[src/rtl/clock_period_meter.sv]
// Measures the spacing between rising edges of an asynchronous strobe, in divisor
// form (spacing minus 1), with stability tracking and an optional inactivity timeout.
//
//   state   | meaning
//   --------+--------------------------------------------------
//   IDLE    | no reference edge yet; waiting for the first one
//   MEASURE | counting cycles since the last accepted edge
module clock_period_meter #(
    parameter int WIDTH = 32
) (
    input  logic             clk_in,
    input  logic             rst_in,
    input  logic             pulse_in,
    input  logic [WIDTH-1:0] timeout_cycles,
    input  logic [WIDTH-1:0] tolerance,
    output logic [WIDTH-1:0] period_out,
    output logic             period_stb,
    output logic             period_valid,
    output logic             period_stable,
    output logic             timeout_out
);

    typedef enum logic {
        IDLE    = 1'b0,
        MEASURE = 1'b1
    } state_t;

    localparam logic [WIDTH-1:0] CNT_MAX = '1;

    state_t            state;
    state_t            state_nx;
    logic              sync1;
    logic              sync2;
    logic              sync3;
    logic              edge_det;
    logic [WIDTH-1:0]  cnt;
    logic [WIDTH-1:0]  prev;
    logic              has_prev;
    logic [WIDTH-1:0]  diff;
    logic              do_arm;
    logic              do_stb;
    logic              do_timeout;
    logic              stable_nx;

    assign edge_det = sync2 & ~sync3;

    always_ff @(posedge clk_in) begin
        if (rst_in) begin
            state <= IDLE;
        end else begin
            state <= state_nx;
        end
    end

    always_comb begin
        state_nx = state;
        case (state)
            IDLE:    if (edge_det) state_nx = MEASURE;
            MEASURE: if (do_timeout) state_nx = IDLE;
            default: state_nx = IDLE;
        endcase
    end

    // An edge always beats a coincident timeout.
    always_comb begin
        do_arm     = 1'b0;
        do_stb     = 1'b0;
        do_timeout = 1'b0;
        diff       = (cnt >= prev) ? (cnt - prev) : (prev - cnt);
        stable_nx  = has_prev && (diff <= tolerance);
        if (state == IDLE) begin
            do_arm = edge_det;
        end else if (edge_det) begin
            do_stb = 1'b1;
        end else if ((timeout_cycles != '0) && (cnt == timeout_cycles)) begin
            do_timeout = 1'b1;
        end
    end

    always_ff @(posedge clk_in) begin
        if (rst_in) begin
            sync1         <= 1'b0;
            sync2         <= 1'b0;
            sync3         <= 1'b0;
            cnt           <= '0;
            prev          <= '0;
            has_prev      <= 1'b0;
            period_out    <= '0;
            period_stb    <= 1'b0;
            period_valid  <= 1'b0;
            period_stable <= 1'b0;
            timeout_out   <= 1'b0;
        end else begin
            sync1       <= pulse_in;
            sync2       <= sync1;
            sync3       <= sync2;
            period_stb  <= do_stb;
            timeout_out <= do_timeout;
            if (do_arm) begin
                cnt <= '0;
            end else if (do_stb) begin
                period_out    <= cnt;
                period_valid  <= 1'b1;
                period_stable <= stable_nx;
                prev          <= cnt;
                has_prev      <= 1'b1;
                cnt           <= '0;
            end else if (do_timeout) begin
                period_valid  <= 1'b0;
                period_stable <= 1'b0;
                has_prev      <= 1'b0;
            end else if ((state == MEASURE) && (cnt != CNT_MAX)) begin
                cnt <= cnt + 1'b1;
            end
        end
    end

endmodule
[config.mk]
export PLATFORM = sky130hd
export DESIGN_NAME = clock_period_meter
export DESIGN_NICKNAME = d
export VERILOG_FILES = /design/src/rtl/clock_period_meter.sv
export SDC_FILE = /design/constraint.sdc
export NUM_CORES = 1
export LEC_CHECK = 0
export CAP_MARGIN = 20
export CORE_ASPECT_RATIO = 0.7
export CORE_MARGIN = 5
export CORE_UTILIZATION = 41
export DETAILED_ROUTE_END_ITERATION = 6
export SYNTH_ARGS = -nofsm -noshare
export SYNTH_HDL_FRONTEND = slang
export SYNTH_SLANG_ARGS = --single-unit
[constraint.sdc]
create_clock -name clk_in -period 7.1 [get_ports clk_in]
set_input_delay 1.42 -clock clk_in [delete_from_list [all_inputs] [get_ports clk_in]]
set_output_delay 1.42 -clock clk_in [all_outputs]
set_load 0.005 [all_outputs]
==> impl_metrics.csv, run 1 <==
group,metric,value,unit
flow_run,cap_violations,0,
clocking,clk_pin_slew,0.07,ns
route,via_per_inst,5.62,
floorplanning,initial_core_util,41.8,%
worst_setup_path,critPathKind,"flop to flop",
power,total_leakage_power,3.94,nW
clocking,clockBufferDepth,2,
route,drt_iter0_markers,746,
synth,syn_avg_cell_area,7.31,um2
synth,synth-edff-count,0,
cells_and_area,seq_area,0.00144,mm2
worst_hold_path,hold_path.class,"flop to flop",
power,irDropWorstVdd,0.107,mV
floorplanning,core.rowCount,41,
cells_and_area,n_antenna_cell,0,
synth,syn-num-nets,1199,
cells_and_area,drive_above_1_share,3.80,%
sta,worst_pin_slew,0.906,ns
worst_setup_path,cp.arrival,4.95,ns
clocking,clock-root-buffer,"clkbuf_16",
clocking,clkLatencyLatePin,0.34,ns
worst_setup_path,path_common_cell,"a21oi_1",
synth,synth_flop_cell,"dfxtp_1",
worst_setup_path,cp_max_fo,18,
clocking,cts_tree,"built",
sta,setup_tns,0,ns
sta,max_slew_margin,39.4,%
sta,fmax,0.213,GHz
worst_setup_path,cp-start-kind,"flop",
floorplanning,io_pins,103,
floorplanning,dieArea,0.0213,mm2
global_routing,grt_pass1_vias,7039,
cells_and_area,post-route-util,49.6,%
sta,slew_viol_final,0,
clocking,cts_resized,0,
sta,period_share,66.0,%
global_routing,grt_max_degree,41,
worst_setup_path,critPathRequiredTime,7.37,ns
route,wl_per_cell,19.6,um
global_routing,grt_pass1_wl,40.7,mm
global_routing,antenna_found_initial,0,
cells_and_area,nets,1264,
placement,gp_congestion,0.940,
sta,finalCriticalPeriod,4.68,ns
cells_and_area,nFillCells,1810,
synth,ys_seq_elements,72,
worst_setup_path,slowest_stage,"nand2_1",
power,powerDensity,109,mW/mm2
floorplanning,die_h,124,um
clocking,numCtsBuffers,9,
synth,syn_area,0.00756,mm2
synth,netlist_instances,1034,
route,vias,7526,
worst_setup_path,max_stage_delay,0.49,ns
route,antenna_left,0,
synth,ys_warn_count,0,
cells_and_area,synthToLayoutAreaGrowth,18.6,%
clocking,cts_setup_buffers,0,
clocking,h-tree-depth,3,
synth,async_reset_ff_share,0,%
placement,io_buffers,102,
worst_setup_path,timing.critical_path.cells,"inv_1, ha_1, a21oi_1, o221ai_1, a311o_1, o21bai_1, nand2_1, and3_1, a21oi_1, xor2_1, ha_1, a21o_1, a21o_1, a21oi_1, o21a_1, o221ai_1, a31oi_1, nor2_1, nor3_1",
clocking,cts_hold_buf,0,
synth,ys_seq_area_share,19.1,%
placement,place_hpwl,21.3,mm
sta,hold_viol,0,
route,routed_wl,26.3,mm
sta,setup_viol,0,
route,drc,0,
floorplanning,die_w,172,um
run_status,outcome,"completed",
clocking,clock_sinks,72,
global_routing,grtUsageTotal,24.6,%
route,dr.pass1.iters,5,
cells_and_area,multiInputGateArea,0.00548,mm2
sta,rsz0062_at_grt,"false",
global_routing,grt_overflow_total,0,
floorplanning,core_area,0.0181,mm2
synth,ys_types,67,
worst_setup_path,endpoint_kind,"flop",
sta,finalClockSkew,0.00788,ns
[synth_stat cells (9+ instances only)]
cell type / n / share of area [%]
nand3_1: 28 / 1.9
inv_1: 106 / 5.3
nor2b_1: 13 / 1.1
nand2_1: 129 / 6.4
o21bai_1: 13 / 1.3
and3_1: 9 / 0.75
xor2_1: 39 / 4.5
nor3_1: 16 / 1.1
nor2_1: 62 / 3.1
nand4_1: 35 / 2.9
a21oi_1: 109 / 7.2
o21ai_0: 41 / 2.7
nor4_1: 21 / 1.7
ha_1: 96 / 16
buf_2: 17 / 1.1
xnor2_1: 49 / 5.7
clkbuf_1: 27 / 1.3
a21o_1: 30 / 3.0
dfxtp_1: 72 / 19
[power by group]
part	switching, mW	total, mW	leakage (nW)	internal [mW]
Clock	0.193	0.467	0.143	0.274
Combinational	0.0506	0.106	3.22	0.0554
Sequential	0.00175	0.407	0.580	0.405
Total	0.245	0.980	3.94	0.735
[cell families (layout without fill, tap and decap cells)]
kind of cell / after synthesis / in the layout / synth area share, %
adders and majority gates: 98 / 98 / 16.4
xor gates and xnor gates: 88 / 88 / 10.2
buffers and inverters: 158 / 228 / 8.46
and+or+nand+nor: 351 / 351 / 23.0
AOI/OAI and AO/OA: 259 / 259 / 21.7
muxes: 8 / 8 / 1.08
DFF: 72 / 72 / 19.1
[critical path: cells and delay by family, from the launching register on]
kind	cells	cell delay, ns
flip-flops	1	0.38
buffers and inverters	1	0.06
XOR/XNOR	1	0.18
AO/OA/AOI/OAI	11	2.16
adder cells (fa/ha/maj)	2	0.68
AND/OR/NAND/NOR	4	1.14
[state kept, by name, summed over array words and instances, names as in the netlist]
register       cells
period_stable      1
sync1              1
state              1
timeout_out        1
sync2              1
sync3              1
prev              32
has_prev           1
cnt               32
period_stb         1
[metal layers]
metal	vias to the layer above	track usage, %	routed length [um]
met5	-	0	0
met4	0	3.83	185
met3	13	5.55	2570
met2	353	31.0	9360
met1	3427	41.5	14100
li1	3733	-	-
[stage by stage]
stage	hold slack (ns)	setup WS, ns	area [um2]	power [mW]	cells
final	0.444	2.42	8960	0.980	1340
after global placement	0.427	2.57	8660	0.521	1324
after CTS	0.447	2.48	8960	0.985	1340
after detailed placement	0.434	2.52	8660	0.521	1324
after floorplan	0.414	3.27	7560	0.462	1034
after global routing	0.467	2.12	8960	1.01	1340
[layout by cell type (no fill, tap or decap), drive strengths merged, types with 28 or more instances in the layout]
master,Yosys,routed
dfxtp,72,72
o21ai,45,45
nor2,62,62
a21o,30,30
clkdlybuf4s50,0,102
xnor2,49,49
nand2,129,129
a21oi,109,109
ha,96,96
inv,106,107
nand4,36,36
nand3,28,28
xor2,39,39
[final cells by class]
| class | instances | share of cell area (%) |
|---|---|---|
| inverters | 106 | 4.44 |
| well taps | 236 | 3.30 |
| clock inverters | 6 | 0.768 |
| flip-flops and latches | 72 | 16.1 |
| repair buffers | 106 | 11.7 |
| clock buffers | 10 | 2.56 |
| multi-input cells | 804 | 61.1 |
[path summary, 6_finish.rpt]
check	slack [ns]	end	start	cells after the start
worst max-delay path	2.42	period_stable$_SDFFE_PP0P_	prev[23]$_SDFFE_PP0P_	19
worst min-delay path	0.44	sync2$_SDFF_PP0_	sync1$_SDFF_PP0_	1
worst max register to register	2.42	period_stable$_SDFFE_PP0P_	prev[23]$_SDFFE_PP0P_	19
worst min register to register	0.44	sync2$_SDFF_PP0_	sync1$_SDFF_PP0_	1
Power figures use the tool's default switching activity.
==> run 2: changes to the inputs <==
- clock period: 7.1 -> 4.45 ns (I/O delays scaled with it)
==> run 2 against run 1 <==
Net effect:
- maximum frequency is 13% higher
- core utilization is 3.0 points higher
- wire length is 1.3% higher
- sequential power is 59% higher
- cell area is 6.1% higher
- sequential cell count stayed put
- via count is 1.7% higher
- clock skew is 0.0030 ns higher
- critical path depth is 1 higher
- clock-buffer cell count stayed put
==> impl_metrics.csv, run 2 (synthesis gave the netlist of run 1 again) <==
group,metric,value,unit
cells_and_area,synthToLayoutAreaGrowth,25.8,%
route,drt_iter0_markers,746,
worst_setup_path,critPathBufInv,2,
floorplanning,core.rowCount,41,
clocking,cts_hold_buf,0,
sta,finalClockSkew,0.0109,ns
power,total_leakage_power,4.21,nW
route,vias,7656,
sta,setup_tns,0,ns
worst_setup_path,cp.arrival,4.41,ns
worst_hold_path,hold_depth,1,
cells_and_area,design_area,0.00951,mm2
clocking,numCtsBuffers,9,
route,dr.pass1.iters,5,
worst_setup_path,cp_max_fo,9,
worst_hold_path,hp-start,"sync1$_SDFF_PP0_",
cells_and_area,nFillCells,1799,
worst_setup_path,timing.critical_path.cells,"inv_1, ha_1, nor2b_1, o2111a_2, o31ai_4, a211oi_2, o41ai_4, buf_4, nor4_1, o41ai_2, xnor2_1, ha_1, a21oi_1, nor2b_1, o21ai_0, o2111ai_1, a21o_1, a31oi_1, nor2_1, nor3_1",
worst_setup_path,reg2reg_depth,20,
route,antenna_left,0,
sta,max_slew_margin,31.5,%
sta,fmax,0.241,GHz
cells_and_area,nets,1315,
floorplanning,die_h,124,um
clocking,cts_tree,"built",
power,powerDensity,170,mW/mm2
sta,period_share,93.4,%
worst_setup_path,critPathKind,"flop to flop",
worst_setup_path,critPathRequiredTime,4.70,ns
global_routing,grt_max_degree,35,
route,drc,0,
floorplanning,core_area,0.0181,mm2
floorplanning,dieArea,0.0213,mm2
cells_and_area,seq_area,0.00144,mm2
floorplanning,initial_core_util,41.8,%
sta,hold_viol,0,
cells_and_area,drive_above_1_share,9.78,%
cells_and_area,n_antenna_cell,0,
floorplanning,io_pins,103,
cells_and_area,top_regs,"cnt x32, prev x32",
global_routing,grt_overflow_total,0,
run_status,outcome,"completed",
worst_setup_path,cp_top_family,"compound AO/OA/AOI/OAI gates",
clocking,clockBufferDepth,2,
sta,finalCriticalPeriod,4.16,ns
route,wl_per_cell,19.1,um
clocking,clock-root-buffer,"clkbuf_16",
placement,place_hpwl,22.0,mm
flow_run,cap_violations,0,
worst_setup_path,rrSetupSlack,0.29,ns
placement,io_buffers,102,
power,irDropWorstVdd,0.168,mV
clocking,clock_sinks,72,
worst_setup_path,cp-start-kind,"flop",
placement,dpl_cell_area,0.00905,mm2
worst_setup_path,r2r_end,"period_stable$_SDFFE_PP0P_",
clocking,clk_pin_slew,0.07,ns
cells_and_area,multiInputGateArea,0.00560,mm2
clocking,clkLatencyLatePin,0.34,ns
worst_setup_path,slowest_stage,"dfxtp_1",
worst_hold_path,whs_endpoint,"sync2$_SDFF_PP0_",
global_routing,grt_pass1_vias,7141,
global_routing,grt_pass1_wl,40.7,mm
route,via_per_inst,5.50,
cells_and_area,layout_commonest_cell,"nand2_1",
worst_setup_path,endpoint_kind,"flop",
worst_setup_path,r2r_start,"prev[1]$_SDFFE_PP0P_",
global_routing,grtUsageTotal,24.7,%
worst_setup_path,max_stage_delay,0.41,ns
route,routed_wl,26.6,mm
cells_and_area,final_cell_mix,"129 x nand2_1, 108 x a21oi_1, 106 x inv_1",
sta,worst_pin_slew,1.02,ns
global_routing,antenna_found_initial,0,
placement,gp_congestion,0.968,
clocking,h-tree-depth,3,
sta,setup_viol,0,
sta,slew_viol_final,0,
worst_hold_path,hold_path.class,"flop to flop",
floorplanning,die_w,172,um
run 2: cell types whose count changed in the layout (fill, tap and decap cells not counted), moves of 5 or more:
cell	change
ha_1	-11
ha_2	+6
buf_4	+49
ha_4	+5
run 2: where the power goes:
| part | internal (mW) | total, mW | switching [mW] |
|---|---|---|---|
| logic | 0.0916 | 0.170 | 0.0784 |
| registers | 0.647 | 0.649 | 0.00224 |
| clock network | 0.494 | 0.794 | 0.300 |
run 2: layout make-up:
cell class	count	area share [%]
Timing Repair Buffer	157	15.3
Inverter	106	4.18
Clock inverter	6	0.974
Sequential cell	72	15.2
Multi-Input combinational cell	804	58.9
Clock buffer	10	2.41
Tap cell	236	3.11
run 2: what timing repair did:
| action | CTS | global route |
|---|---|---|
| setup endpoints to repair | 0 | 1 |
| gates resized for setup | 0 | 25 |
| buffers inserted | 0 | 1 |
run 2: how the worst max path moves through the flow:
stage	startpoint	depth (start not counted)	endpoint
final	prev[1]$_SDFFE_PP0P_	20	period_stable$_SDFFE_PP0P_
after global routing	prev[22]$_SDFFE_PP0P_	19	period_stable$_SDFFE_PP0P_
after CTS	prev[1]$_SDFFE_PP0P_	19	period_stable$_SDFFE_PP0P_
after detailed placement	prev[1]$_SDFFE_PP0P_	19	period_stable$_SDFFE_PP0P_
after global placement	prev[26]$_SDFFE_PP0P_	19	period_stable$_SDFFE_PP0P_
after floorplan	prev[27]$_SDFFE_PP0P_	20	period_stable$_SDFFE_PP0P_
run 2: layer usage:
metal	wire, um	vias to the layer above	part of all wire (%)	global-route usage [%]
met2	9540	330	36	31.9
met4	210	0	0.79	3.78
met1	14100	3479	53	41.4
li1	-	3826	-	-
met5	0	-	0	0
met3	2780	21	10	4.98
run 2: stage by stage:
stage               hold WS [ns]  std cells  utilization [%]  power, mW  setup slack, ns
finish                     0.453       1391             52.7       1.61            0.293
global route               0.468       1391             52.7       1.67        -0.000971
CTS                        0.445       1390             51.9       1.62            0.112
detailed placement         0.432       1374             50.1      0.832            0.151
global placement           0.424       1374             50.1      0.832            0.216
floorplan                  0.414       1034                -      0.737            0.617
